[config.mk]
export PLATFORM = sky130hd
export DESIGN_NAME = anomaly_alarm_filter
export DESIGN_NICKNAME = d
export VERILOG_FILES = /design/src/rtl/anomaly_alarm_filter.sv
export SDC_FILE = /design/constraint.sdc
export NUM_CORES = 1
export LEC_CHECK = 0
export CORE_MARGIN = 2
export CORE_UTILIZATION = 55
export DETAILED_ROUTE_END_ITERATION = 12
export HOLD_SLACK_MARGIN = 0.06
export PLACE_DENSITY = 0.79
export SLEW_MARGIN = 20
export SYNTH_ARGS = -nofsm -noshare
export SYNTH_HDL_FRONTEND = slang
export SYNTH_SLANG_ARGS = --single-unit
[constraint.sdc]
create_clock -name clk -period 7.1 [get_ports clk]
set_input_delay 1.065 -clock clk [delete_from_list [all_inputs] [get_ports clk]]
set_output_delay 1.065 -clock clk [all_outputs]
set_load 0.02 [all_outputs]
[src/rtl/anomaly_alarm_filter.sv]
// Sliding-window anomaly density filter with hysteretic, hold-off debounced alarm,
// sticky software-acknowledged alarm flag and a saturating anomaly event total.
module anomaly_alarm_filter #(
    parameter int WINDOW    = 16,
    parameter int HI_THRESH = 4,
    parameter int LO_THRESH = 1,
    parameter int HOLDOFF   = 8,
    parameter int CNT_W     = 8
) (
    input  logic                         clk,
    input  logic                         reset,
    input  logic                         decision_valid,
    input  logic                         anomaly_in,
    input  logic                         alarm_ack,
    output logic [$clog2(WINDOW+1)-1:0]  window_count,
    output logic                         alarm,
    output logic                         alarm_rise,
    output logic                         alarm_latched,
    output logic [CNT_W-1:0]             event_total
);
    localparam int CW = $clog2(WINDOW + 1);
    localparam int HW = $clog2(HOLDOFF + 1);
    localparam logic [CW-1:0] HI_LIM    = CW'(HI_THRESH);
    localparam logic [CW-1:0] LO_LIM    = CW'(LO_THRESH);
    localparam logic [HW-1:0] HOLD_LAST = HW'(HOLDOFF - 1);

    typedef enum logic [1:0] {IDLE, HOLD, ACTIVE} state_t;

    state_t             state_q, state_d;
    logic [WINDOW-1:0]  history_q, history_d;
    logic [CW-1:0]      count_q, count_d, new_count;
    logic [HW-1:0]      hold_cnt_q, hold_cnt_d;
    logic [CNT_W-1:0]   total_q, total_d;
    logic               rise_q, rise_d;
    logic               latched_q, latched_d;

    // The decision leaving the window is the oldest history bit.
    assign new_count = count_q + {{(CW-1){1'b0}}, anomaly_in}
                               - {{(CW-1){1'b0}}, history_q[WINDOW-1]};

    always_comb begin
        state_d    = state_q;
        history_d  = history_q;
        count_d    = count_q;
        hold_cnt_d = hold_cnt_q;
        total_d    = total_q;
        rise_d     = 1'b0;

        if (decision_valid) begin
            history_d = {history_q[WINDOW-2:0], anomaly_in};
            count_d   = new_count;
            if (anomaly_in && (total_q != {CNT_W{1'b1}})) begin
                total_d = total_q + 1'b1;
            end

            unique case (state_q)
                IDLE: begin
                    if (new_count >= HI_LIM) begin
                        state_d    = HOLD;
                        hold_cnt_d = '0;
                        rise_d     = 1'b1;
                    end
                end
                HOLD: begin
                    // Falling density is ignored until the hold-off period expires.
                    hold_cnt_d = hold_cnt_q + 1'b1;
                    if (hold_cnt_q == HOLD_LAST) begin
                        state_d = (new_count <= LO_LIM) ? IDLE : ACTIVE;
                    end
                end
                ACTIVE: begin
                    if (new_count <= LO_LIM) begin
                        state_d = IDLE;
                    end
                end
                default: state_d = IDLE;
            endcase
        end

        // A new rise takes priority over a simultaneous acknowledge.
        if (rise_d) begin
            latched_d = 1'b1;
        end else if (alarm_ack) begin
            latched_d = 1'b0;
        end else begin
            latched_d = latched_q;
        end
    end

    always_ff @(posedge clk) begin
        if (reset) begin
            state_q    <= IDLE;
            history_q  <= '0;
            count_q    <= '0;
            hold_cnt_q <= '0;
            total_q    <= '0;
            rise_q     <= 1'b0;
            latched_q  <= 1'b0;
        end else begin
            state_q    <= state_d;
            history_q  <= history_d;
            count_q    <= count_d;
            hold_cnt_q <= hold_cnt_d;
            total_q    <= total_d;
            rise_q     <= rise_d;
            latched_q  <= latched_d;
        end
    end

    assign window_count  = count_q;
    assign alarm         = (state_q != IDLE);
    assign alarm_rise    = rise_q;
    assign alarm_latched = latched_q;
    assign event_total   = total_q;
endmodule

=== Yosys cells after proc, flatten, opt, wreduce, memory -nomap -nowiden ===
Index checks and enable logic that the tools add are counted.

* Flip-flop bits (word level): 37
* Latch bits: 0
* Bits in writable memories: 0
* Memory bits (read-only): 0
* Bits of input ports: 5
* Output and inout bits: 16
* Word-level logic and storage cells: 40
* Memories: 0

* $add $sub $neg: 4
* Multipliers: 0
* Divide/modulo/power cells: 0
* Magnitude comparators: 2
* Equal/unequal tests: 7
* Shift-type cells: 0
* Mux-type cells: 12
* Bitwise logic cells: 0
* Reductions and logical operators: 8

{| class="wikitable"
|+ Operator list
! operator !! count
|-
| $add 8x1->8 const B || 1
|-
| $mux 2 || 4
|-
| $ne 8x8->1 const B || 1
|-
| $pmux 4 s2 || 1
|-
| $ne 2x2->1 const B || 3
|-
| $pmux 2 s3 || 1
|-
| $reduce_bool 2->1 || 3
|-
| $add 5x1->5 || 1
|-
| $ge 5x3->1 const B || 1
|-
| $le 5x1->1 const B || 1
|-
| $mux 1 || 5
|-
| $sub 5x1->5 || 1
|-
| $add 4x1->4 const B || 1
|-
| $eq 4x3->1 const B || 1
|-
| $mux 4 || 1
|-
| $reduce_and 4->1 || 1
|-
| $reduce_and 3->1 || 1
|-
| $eq 2x1->1 const B || 1
|-
| $eq 2x2->1 const B || 1
|-
| $logic_not 2->1 || 1
|-
| $reduce_and 2->1 || 1
|-
| $logic_and 1x1->1 || 1
|}

=== Depth between registers and ports, before layout ===
* Depth in word-level cells: 7
* Mapped depth: 11
* Gate-level depth less buffers: 11

=== Worst setup path before layout ===
Ideal clock, no wire load.

* Path type: input port to flip-flop
* Start point: input anomaly_in
* End point: register latched_q, in the netlist alarm_latched
* Library setup time: 0.096 ns
* Arrival: 2.561 ns
* Required time: 7.004 ns
* Path slack: 4.443 ns
* Cell stages on the path: 8
* Path buffers: 0
* Cells stage by stage: ha_1 > inv_1 > fa_1 > nand2b_4 > a21oi_4 > xnor2_2 > and2_4 > o41ai_2

* Cells in the longest elaborated chain, start to end: 7
* Elaborated cells on any way between the ends: 8
* Those cells by class: 2 x add/sub; 1 x order compare; 4 x mux; 1 x reduce/logical

{| class="wikitable"
|+ Ends and longest elaborated chain
! what !! RTL line !! text
|-
| from (decl) || 13 || <nowiki>input logic anomaly_in,</nowiki>
|-
| $add 5x1->5 (*) || 38 || <nowiki>assign new_count = count_q + {{(CW-1){1'b0}}, anomaly_in}</nowiki>
|-
| $sub 5x1->5 (*) || 39 || <nowiki>- {{(CW-1){1'b0}}, history_q[WINDOW-1]};</nowiki>
|-
| $ge 5x3->1 (*) || 58 || <nowiki>if (new_count >= HI_LIM) begin</nowiki>
|-
| $mux 1 (*) || 58 ||
|-
| $mux 1 (*) || 56 || <nowiki>unique case (state_q)</nowiki>
|-
| $mux 1 (*) || 49 || <nowiki>if (decision_valid) begin</nowiki>
|-
| $mux 1 / $reduce_bool 2->1 (equally long branches) || n/a ||
|-
| to (signal assigned) || 106 || <nowiki>latched_q <= latched_d;</nowiki>
|-
| to (decl) || 35 || <nowiki>logic latched_q, latched_d;</nowiki>
|}

Mark *: on every way between the ends. The rest lies on a longest branch, timed or not.
A chain may end at the register's enable or synchronous reset.

=== Worst setup path in the final report ===
Same ends and word-level chain as after synthesis.

==> run summary <==
Status = finished clean
Leading cell type in the layout, fill and taps excluded = dfxtp_1
DRC = 0
Cell accounting for the most synthesized area = dfxtp_1
Hold path startpoint = alarm_latched$_SDFFE_PP0P_
Mapped Cells = 188
Wire per inst = 12.3 um
Lkg Pwr = 0.814 nW
Number of core rows = 20
Worst-margin pin slew = 415 ps
Critical Path Sink Type = flip-flop
CP required = 7350 ps
Die width = 60.6 um
Initial antenna violation count = 0
Final core occ = 68.3%
Clock Sinks = 37
Max-Slew Margin vs Limit = 72.3%
Vias = 1380
Setup bufs post-CTS = 0
R2r setup slk = 4620 ps
Area delta synth->final = 18.2%
Number of max-cap violations = 0
Final #Nets = 222
Yosys cell types = 41
HP Class = reg -> reg
First-pass iteration count of the detailed router = 4
TritonCTS buffer count = 5
Synth area leaders = dfxtp_1 (42%), mux2i_1 (11%), nor2_1 (6.4%)
Final setup vio count = 0
Achievable frequency = 0.334 GHz
Crit-path cells = clkdlybuf4s50_1 > ha_1 > inv_1 > fa_1 > nand2b_4 > a21oi_4 > xnor2_2 > and2_4 > o41ai_2
Critical R2R Launch = window_count[0]$_SDFFE_PP0P_
Clock insertion delay at the later pin of the skew report = 340 ps
Via density = 5.43
Die Area = 0.00367 mm2
Total power = 0.000505 W
Cts hold-fix bufs = 0
Ant diodes = 0
Seq cells post-synth = 37
Fin Setup TNS = 0 ps
Final period utilization = 42.1%
Tmin final = 2990 ps
Ratio of cells with drive above 1 in the final layout = 9.52%
Core Region = 0.00305 mm2
Largest stage delay on the critical path = 520 ps
Skew final = 7.14 ps
GRT Overall Usage = 19.7%
CP max-delay cell = clkdlybuf4s50_1
Startpoint types = input port
Endpoints failing hold = 0
Max clock buf depth = 2
Vias in the first global route = 1286
WS Path Type = in -> reg
Drt total wl = 3120 um
Crit path launch = anomaly_in
Cts repair resizes = 0
Post-route cell area = 0.00208 mm2
CTS tree = built
Yosys synthesis warning count = 0
Mapped Avg Cell Area = 9.38 um2
Worst EP arrival = 3250 ps
Synthesized area = 0.00176 mm2
Placer congestion estimate = 0.824
Register area share after synthesis = 42.0%
DRC violation total after the first TritonRoute iteration = 78
GRT Residual Overflow = 0
RSZ-0062 raised after global routing = false
Root Buffer = clkbuf_4
Ports = 21
Worst-path clk slew = 110 ps
Largest net degree at the start of global routing = 39
Initial core utilization = 57.7%
Synth Net Count = 201
Most frequent cells in the layout = dfxtp_1 (37), nor2_1 (30), mux2i_1 (20), clkdlybuf4s50_1 (20), inv_1 (11)
CTS H-tree depth = 2
Peak supply drop = 0.164 mV
Die Span Y = 60.6 um
Pins Over Slew Limit = 0
Post-DP HPWL = 2200 um
Pwr/cell area = 242 mW/mm2
DP Area = 0.00200 mm2
First-pass GRT wire length = 5330 um
IO Port Bufs = 20
Share of the synthesized area in the top cell type = 42.0%
Post-route antenna net violation count = 0
Max FO, Critical Path = 6
[routing by layer]
metal / track usage (%) / routed length [um]
met1: 21.4 / 1340
met2: 34.1 / 1600
met3: 7.46 / 142
met4: 8.70 / 37
met5: 0 / 0
[cell families (layout without fill, tap and decap cells)]
group	after synthesis	in the layout	synth area share [%]
buffers and inverters	19	41	4.26
flip-flops	37	37	42.0
XOR/XNOR	12	12	6.39
AO/OA/AOI/OAI	28	28	11.6
AND/OR/NAND/NOR	64	64	18.3
multiplexers	20	20	11.4
adder cells (fa/ha/maj)	8	8	6.10
[worst paths after layout]
check | endpoint | cells past startpoint
setup / recovery | alarm_latched$_SDFFE_PP0P_ | 9
hold / removal | alarm_latched$_SDFFE_PP0P_ | 2
setup reg to reg | alarm_latched$_SDFFE_PP0P_ | 11
hold reg to reg | alarm_latched$_SDFFE_PP0P_ | 2
[final cells by class]
class | count | area (um2)
sequential | 37 | 741
inverter | 11 | 41.3
timing repair buffer | 22 | 215
clock inverter | 1 | 30.0
clock buffer | 7 | 55.1
multi-input combinational | 132 | 947
tap | 44 | 55.1
fill | 259 | 968
[per-stage QoR]
| step | instances | hold WS (ps) | setup WS (ps) |
|---|---|---|---|
| after floorplan | 188 | 460 | 4440 |
| after global placement | 246 | 469 | 3830 |
| after detailed placement | 246 | 453 | 3740 |
| after CTS | 254 | 482 | 4110 |
| after global routing | 254 | 521 | 4010 |
| final | 254 | 478 | 4110 |
[flip-flops by register name, summed over array words and instances, names as in the netlist]
| signal | flops |
|---|---|
| history_q | 16 |
| event_total | 8 |
| window_count | 5 |
| hold_cnt_q | 4 |
| state_q | 2 |
| alarm_latched | 1 |
| alarm_rise | 1 |
[critical path, delay by kind of cell]
family                     cells  cell delay, ps
and+or+nand+nor                2             380
xor gates and xnor gates       1             130
adders and majority gates      2             640
AOI/OAI and AO/OA              2             430
buffers and inverters          2             590
[where the power goes]
group / internal [W] / total [W] / switching (W)
registers: 0.000218 / 0.000230 / 0.0000120
logic: 0.0000595 / 0.000124 / 0.0000646
clock network: 0.0000841 / 0.000151 / 0.0000671
[Yosys cell counts]
| cell | n |
|---|---|
| nor2_2 | 1 |
| inv_1 | 11 |
| nor2b_1 | 1 |
| xnor2_1 | 9 |
| a22oi_1 | 2 |
| xnor2_2 | 1 |
| a21oi_4 | 1 |
| o41ai_2 | 1 |
| o21ai_2 | 1 |
| o211ai_2 | 1 |
| ha_1 | 7 |
| mux2i_1 | 20 |
| o221a_2 | 1 |
| xor2_1 | 2 |
| nand3_1 | 7 |
| nand4b_1 | 4 |
| a211oi_1 | 1 |
| a31oi_1 | 2 |
| or2_2 | 1 |
| a41oi_1 | 1 |
| buf_1 | 1 |
| o21ai_0 | 5 |
| dfxtp_1 | 37 |
| nand2b_4 | 1 |
| nor3_1 | 3 |
| nor4_1 | 1 |
| and2_4 | 1 |
| nand2_1 | 5 |
| nand3b_1 | 1 |
| fa_1 | 1 |
| a211oi_2 | 1 |
| a21o_1 | 1 |
| a21oi_1 | 10 |
| nor2_1 | 30 |
| or3_1 | 4 |
| clkbuf_1 | 4 |
| nand2b_1 | 1 |
| buf_2 | 3 |
| and3_1 | 1 |
| nor3b_1 | 1 |
| nand4_1 | 1 |
(Power assumes the default switching activity.)
==> patch (same flow settings) <==
Register the output `alarm`, without a reset; this adds one clock of latency there. The other outputs are not delayed to match.
--- a/src/rtl/anomaly_alarm_filter.sv
+++ b/src/rtl/anomaly_alarm_filter.sv
@@ -108,7 +108,9 @@
     end
 
     assign window_count  = count_q;
-    assign alarm         = (state_q != IDLE);
+    always_ff @(posedge clk) begin
+        alarm <= (state_q != IDLE);
+    end
     assign alarm_rise    = rise_q;
     assign alarm_latched = latched_q;
     assign event_total   = total_q;
Function: changed (Yosys sat finds a counterexample within 10 cycles, from zero or initial values and one cycle with reset high).
==> patch against the original RTL <==
- cell count unchanged
- via count shrank 2.7%
- routed wire length shrank 0.77%
- final area shrank 0.84%
- sequential power grew 3%
- synthesized cell count rose by 0.53%
- sequential cell count is 1 higher
- total power decreased by 8.1%
- critical path depth unchanged
- setup slack worse by 0.0071 ns
- area after synthesis increased by 1.1%
- largest power group unchanged
==> patch: results <==
[worst_setup_path]
crit_slowest_cell = "clkdlybuf4s50_1"
worst_path_largest_cell_delay_ns = 0.53
crit_family = "adder cells"
r2r-end = "window_count[4]$_SDFFE_PP0P_"
worstRegToRegCells = 11
arrival_ns = 3.27
r2r_setup_slack_ns = 4.62
crit_path_max_fanout = 3

[grt]
antenna_found_initial = 0
grt_pass1_wl_mm = 5.27
track_usage_pct = 19.5
use_met1_pct = 20.5
grt_pass1_vias = 1260
use_met3_pct = 8.32
use_met2_pct = 34.7

[cells_and_area]
top_register = "history_q"
nNetsFinal = 223

[clock_tree]
cts_made_buffers = 5
clockBufferDepth = 2

[synthesis]
ys_seq_area_share_pct = 42.7
synth_commonest_cells = "38 x dfxtp_1, 30 x nor2_1, 20 x mux2i_1"
async_flop_share_pct = 0
syn-num-nets = 202
synthTopCellsByArea = "dfxtp_1 43%, mux2i_1 11%, nor2_1 6.3%, ha_1 4.9%, xnor2_1 4.4%"
synth_cell_types = 41

[timing]
slew_headroom_pct = 71.2
clock_skew_ns = 0.00622

[placement]
globalplace.congestion = 0.827
pre_cts_ws_ns = 3.74
place_hpwl_mm = 2.14

[pwr]
p_int_mw = 0.319
vdd_drop_max_mv = 0.133
clockPowerShare_pct = 22.4
leakage_nw = 0.808

[routing]
topRoutingLayerUsed = "met4"
wl_met2_mm = 1.57
m1WireLength_mm = 1.38
viasPerCell = 5.29
wl_met3_um = 125
drt_iter0_markers = 63
wl_mm = 3.10

[worst_hold_path]
min_delay_path_depth = 2
hold_class = "flop to flop"

[outcome]
status = "finished, final reports clean"
-- patch: worst max path at each step --
stage / startpoint / end / slack, ns / depth (start not counted)
2_1_floorplan: anomaly_in / alarm_latched$_SDFFE_PP0P_ / 4.44 / 8
3_3_place_gp: anomaly_in / alarm_latched$_SDFFE_PP0P_ / 3.82 / 9
3_5_place_dp: anomaly_in / alarm_rise$_SDFF_PP0_ / 3.74 / 9
4_1_cts: anomaly_in / window_count[4]$_SDFFE_PP0P_ / 4.10 / 9
5_1_grt: anomaly_in / alarm_latched$_SDFFE_PP0P_ / 4.01 / 9
6_report: anomaly_in / window_count[4]$_SDFFE_PP0P_ / 4.10 / 9
-- patch: cells by family after synthesis --
logic type	Yosys count	synth area share [%]
buf+inv	19	4.21
flops	38	42.7
compound gates	28	11.4
mux	20	11.2
xor+xnor	12	6.32
fa+ha+maj	8	6.03
simple gates	64	18.1
-- patch: cell type report --
| class | instances | area [um2] |
|---|---|---|
| Sequential cell | 38 | 761 |
| Multi-Input combinational cell | 132 | 947 |
| Clock buffer | 5 | 37.5 |
| Fill cell | 252 | 1010 |
| Tap cell | 44 | 55.1 |
| Inverter | 11 | 41.3 |
| Clock inverter | 2 | 10.0 |
| Timing Repair Buffer | 22 | 215 |
-- patch: per-stage QoR --
step	total power, mW	hold WS [ns]	area, um2	std cells	utilization [%]
2_1_floorplan	0.333	0.460	1780	189	-
3_3_place_gp	0.361	0.466	2020	247	65.6
3_5_place_dp	0.364	0.466	2020	247	65.6
4_1_cts	0.467	0.492	2070	254	67.2
5_1_grt	0.490	0.531	2070	254	67.2
6_report	0.464	0.489	2070	254	67.2
